### config.mk
export PLATFORM = sky130hd
export DESIGN_NAME = inv_sbox_serial
export DESIGN_NICKNAME = d
export VERILOG_FILES = /design/src/rtl/inv_sbox_serial.sv
export SDC_FILE = /design/constraint.sdc
export NUM_CORES = 1
export LEC_CHECK = 0
export ABC_AREA = 0
export ABC_CLOCK_PERIOD_IN_PS = 30800
export CAP_MARGIN = 15
export CORE_AREA = 2 2 279 281
export DETAILED_ROUTE_END_ITERATION = 16
export DIE_AREA = 0 0 281 283
export PLACE_DENSITY = 0.49
export SYNTH_ARGS = -nofsm -noshare
export SYNTH_HDL_FRONTEND = slang
export SYNTH_SLANG_ARGS = --single-unit
### constraint.sdc
create_clock -name clk -period 30.8 [get_ports clk]
set_input_delay 4.62 -clock clk [delete_from_list [all_inputs] [get_ports clk]]
set_output_delay 4.62 -clock clk [all_outputs]
set_load 0.005 [all_outputs]
### src/rtl/inv_sbox_serial.sv
// ---------------------------------------------------------------------------
// inv_sbox_serial
// Byte-serial inverse S-box over a 128-bit state. A state is captured on an
// input handshake, then one byte per clock is replaced by
//   y = INV(L(x ^ IN_CONST))
// where L is the inverse of the AES SubBytes linear map and INV is the
// GF(2^8) multiplicative inverse modulo 0x11B (INV(0) = 0). With the default
// IN_CONST = 8'h63 this is exactly AES InvSubBytes.
//
// Ports
//   clk       : clock, all state changes on the rising edge
//   reset     : synchronous, active-high reset
//   in_valid  : in_data carries a state to process
//   in_ready  : block can accept a state this cycle (IDLE only)
//   in_data   : input state, byte k at bits [8k+7:8k]
//   out_valid : out_data holds a complete result (DONE only)
//   out_ready : downstream takes out_data this cycle
//   out_data  : result state, same byte order as in_data
//   busy      : high while bytes are being processed
// ---------------------------------------------------------------------------
module inv_sbox_serial #(
  parameter logic [7:0] IN_CONST = 8'h63
) (
  input  logic         clk,
  input  logic         reset,
  input  logic         in_valid,
  output logic         in_ready,
  input  logic [127:0] in_data,
  output logic         out_valid,
  input  logic         out_ready,
  output logic [127:0] out_data,
  output logic         busy
);

  typedef enum logic [1:0] {IDLE, RUN, DONE} stateT;

  stateT        r_state;
  stateT        w_nextState;
  logic [127:0] r_data;
  logic [3:0]   r_count;
  logic [6:0]   w_bitIdx;
  logic [7:0]   w_curByte;
  logic [7:0]   w_mapped;
  logic [7:0]   w_newByte;

  // GF(2^8) multiply, shift-and-add with reduction by x^8+x^4+x^3+x+1.
  function automatic logic [7:0] gfMul(input logic [7:0] a, input logic [7:0] b);
    logic [7:0] acc;
    logic [7:0] x;
    acc = 8'h00;
    x   = a;
    for (int i = 0; i < 8; i++) begin
      if (b[i]) acc = acc ^ x;
      x = {x[6:0], 1'b0} ^ (x[7] ? 8'h1B : 8'h00);
    end
    return acc;
  endfunction

  // Inverse as a^254 = a^2 * a^4 * ... * a^128; a zero input naturally gives
  // zero, so no special case is needed.
  function automatic logic [7:0] gfInv(input logic [7:0] a);
    logic [7:0] sq;
    logic [7:0] acc;
    sq  = a;
    acc = 8'h01;
    for (int i = 1; i < 8; i++) begin
      sq  = gfMul(sq, sq);
      acc = gfMul(acc, sq);
    end
    return acc;
  endfunction

  // Inverse of the SubBytes bit matrix: each output bit is the XOR of three
  // input bits at fixed rotational offsets.
  function automatic logic [7:0] invLinear(input logic [7:0] b);
    logic [7:0] y;
    y = 8'h00;
    for (int i = 0; i < 8; i++) begin
      y[i] = b[(i + 2) % 8] ^ b[(i + 5) % 8] ^ b[(i + 7) % 8];
    end
    return y;
  endfunction

  // The byte currently pointed to by the counter and its transformed value.
  assign w_bitIdx  = {r_count, 3'b000};
  assign w_curByte = r_data[w_bitIdx +: 8];
  assign w_mapped  = invLinear(w_curByte ^ IN_CONST);
  assign w_newByte = gfInv(w_mapped);
  assign out_data  = r_data;

  // Next-state and handshake outputs. The FSM only listens to in_valid in
  // IDLE and to out_ready in DONE, so stray handshakes elsewhere are ignored.
  always_comb begin
    w_nextState = r_state;
    in_ready    = 1'b0;
    out_valid   = 1'b0;
    busy        = 1'b0;
    case (r_state)
      IDLE: begin
        in_ready = 1'b1;
        if (in_valid) w_nextState = RUN;
      end
      RUN: begin
        busy = 1'b1;
        if (r_count == 4'd15) w_nextState = DONE;
      end
      DONE: begin
        out_valid = 1'b1;
        if (out_ready) w_nextState = IDLE;
      end
      default: w_nextState = IDLE;
    endcase
  end

  // State register plus datapath. Reset wins over any handshake and wipes the
  // state so nothing of a partial result leaks out. In RUN one byte is
  // rewritten per edge; the 4-bit counter wraps to 0 after byte 15.
  always_ff @(posedge clk) begin
    if (reset) begin
      r_state <= IDLE;
      r_count <= 4'd0;
      r_data  <= 128'h0;
    end else begin
      r_state <= w_nextState;
      case (r_state)
        IDLE: begin
          if (in_valid) begin
            r_data  <= in_data;
            r_count <= 4'd0;
          end
        end
        RUN: begin
          r_data[w_bitIdx +: 8] <= w_newByte;
          r_count               <= r_count + 4'd1;
        end
        default: begin
        end
      endcase
    end
  end

endmodule

==> run metrics <==
status completed; Post-DRT Antenna Nets 0; Cell variety after synth around 110; final worst-path cycle share 74.0%; Die ar. 79500 um^2; fin nets around 3300; post-detail-place hpwl around 74000 um; WL/cell around 23 um; CTS root buf clkbuf_16; 1st-iter DRT viols 2369; number of cells on the critical path 62; slowest stage delay, CP 0.91 ns; Setup CP Type reg2reg; Max-Cap Viols 0; Slew Limit Fails 0; drt total wl 97900 um; worst skew pair latency 0.46 ns; RSZ-0062 raised after global routing no; Final min period between 20 and 25 ns; crit path buf inv count 3; Post-Synthesis Cell Area 22800 um^2; port buffer count around 260; commonest non-fill, non-tap cell in the layout nor2_1; post_cts resized 0; Worst-Margin Slew 1.24 ns; Die Y about 280 um; Worst path slowest cell xnor2_1; share of post-route cells with drive strength above 1 a little under a tenth; Top Family by Delay on Critical Path XOR/XNOR gates; Reg2Reg Depth 62; vias per cell 5.62; initial antenna violation count 4; Tot GR Track Use 23.7%; CTS Buf Count 17; EDFF count, synth 0; most frequent cells in the layout nor2_1, xnor2_1, nand2_1; Top FF cell, synth dfxtp_1; endpoints failing setup 0; Clock Path Buffers 2; final worst hold slack approximately 0.50 ns; pin count of the biggest net entering global routing between 100 and 150; total congestion overflow 0; DRT Pass-1 Iters 8; warnings from Yosys 0; Slew HR 17.2%; Num Clock Sinks 134; asr flop ratio synth 0%; Hold Path Depth 2; Post-CTS Setup Bufs 0; CTS tree built; Clk pin slew, worst setup/hold paths 0.07 ns; startpoint types flop; # DRC 0; Multi-input gate area approximately 19000 um^2; H-tree depth 4; fillers between 8000 and 9000; Core Box Area 76700 um^2; Yosys reg bits 134; IO Count 263; Area growth, synth to finish 19.4%; Mean Syn Cell Area 7.48 um^2; kind of end point of the critical path flop; Post-CTS Hold Fix Bufs 0; Worst EP arrival approximately 23 ns; die span in x 281 um; most used cell, CP xnor2_1; Initial Util approximately 30%; final number of hold-violating endpoints 0; skew final 0.0161 ns; register area share after synthesis 11.8%; Placer Congestion between 0.9 and 1; number of global-route vias before repair 21985; Crit Path Max Fanout 33; total number of vias 23864; post-synthesis cell count roughly 3000; Syn Nets 3185; Row Count 102; Fin Setup TNS 0 ns; Hold Crit Class reg2reg; fmax 43.9 MHz; sequential cell area 2690 um^2; CP Data Required Time 31.16 ns; first-pass GRT wire length approximately 150000 um
synthesized netlist by cell type, types with 17 or more instances:
master / number / area [um^2]
dfxtp_1: 134 / 2680
xor2_1: 76 / 666
and2_1: 18 / 113
nand2b_1: 25 / 156
nand2_1: 318 / 1190
nor2_1: 395 / 1480
inv_1: 31 / 116
xnor2_2: 22 / 358
xnor3_1: 77 / 1730
buf_1: 19 / 71.3
mux2_2: 18 / 203
nor4_1: 47 / 294
nor3_1: 116 / 581
mux4_2: 34 / 766
mux2i_1: 59 / 591
nand3_1: 88 / 440
o22ai_1: 32 / 200
clkbuf_1: 141 / 529
a22oi_1: 26 / 195
o21ai_1: 24 / 120
and3_1: 92 / 576
o21ai_0: 158 / 791
buf_2: 45 / 225
o211ai_1: 22 / 165
nand4_1: 17 / 106
a21oi_1: 228 / 1140
a31oi_1: 41 / 257
a211oi_1: 19 / 143
xnor2_1: 389 / 3410
cell type report:
class | count | area share (%)
Antenna cell | 2 | 0.0184
Clock buffer | 20 | 1.68
Clock inverter | 12 | 0.525
Inverter | 39 | 0.539
Multi-Input combinational cell | 2651 | 70.5
Sequential cell | 134 | 9.88
Tap cell | 1040 | 4.79
Timing Repair Buffer | 350 | 12.1
metrics by stage:
step	cells	area, um^2	setup slack, ns	util, %
after floorplan	3041	22800	13.15	-
after global placement	4213	26600	8.86	34.6
after detailed placement	4213	26600	8.61	34.6
after CTS	4245	27200	8.53	35.4
after global routing	4248	27200	6.30	35.4
final	4248	27200	8.00	35.4
worst register-to-register path: cells and delay by family (launching register included):
kind | cells | cell delay (ns)
and+or+nand+nor | 21 | 6.01
DFF | 1 | 0.51
adders and majority gates | 2 | 0.93
AOI/OAI and AO/OA | 11 | 3.22
buffers and inverters | 3 | 0.92
xor gates and xnor gates | 22 | 9.74
muxes | 3 | 1.38
sequential cells by signal (all words and copies together) (netlist names):
register / cells
out_data: 128
r_state: 2
r_count: 4
kinds of logic after synthesis:
| family | after synthesis | synth area share, % |
|---|---|---|
| adder cells (fa/ha/maj) | 12 | 0.660 |
| multiplexers | 113 | 7.00 |
| flip-flops | 134 | 11.8 |
| XOR/XNOR | 603 | 31.1 |
| AND/OR/NAND/NOR | 1192 | 24.2 |
| AO/OA/AOI/OAI | 731 | 20.5 |
| buffers and inverters | 256 | 4.70 |
layer usage:
metal / vias up / wire, um / track usage [%]
li1: 11221 / - / -
met1: 11568 / 45100 / 34.6
met2: 954 / 44300 / 37.1
met3: 121 / 6700 / 3.24
met4: 0 / 1830 / 4.57
met5: - / 0 / 0
path summary, 6_finish.rpt:
kind	from	endpoint	slack, ns
max	r_count[0]$_SDFFE_PP0P_	out_data[7]$_SDFFE_PP0P_	8.00
min	out_data[80]$_SDFFE_PP0P_	out_data[80]$_SDFFE_PP0P_	0.50
max reg2reg	r_count[0]$_SDFFE_PP0P_	out_data[7]$_SDFFE_PP0P_	8.00
min reg2reg	out_data[80]$_SDFFE_PP0P_	out_data[80]$_SDFFE_PP0P_	0.50
Power is not shown: default switching activity piles up to over one toggle a cycle in this logic, so the estimate is an artifact.
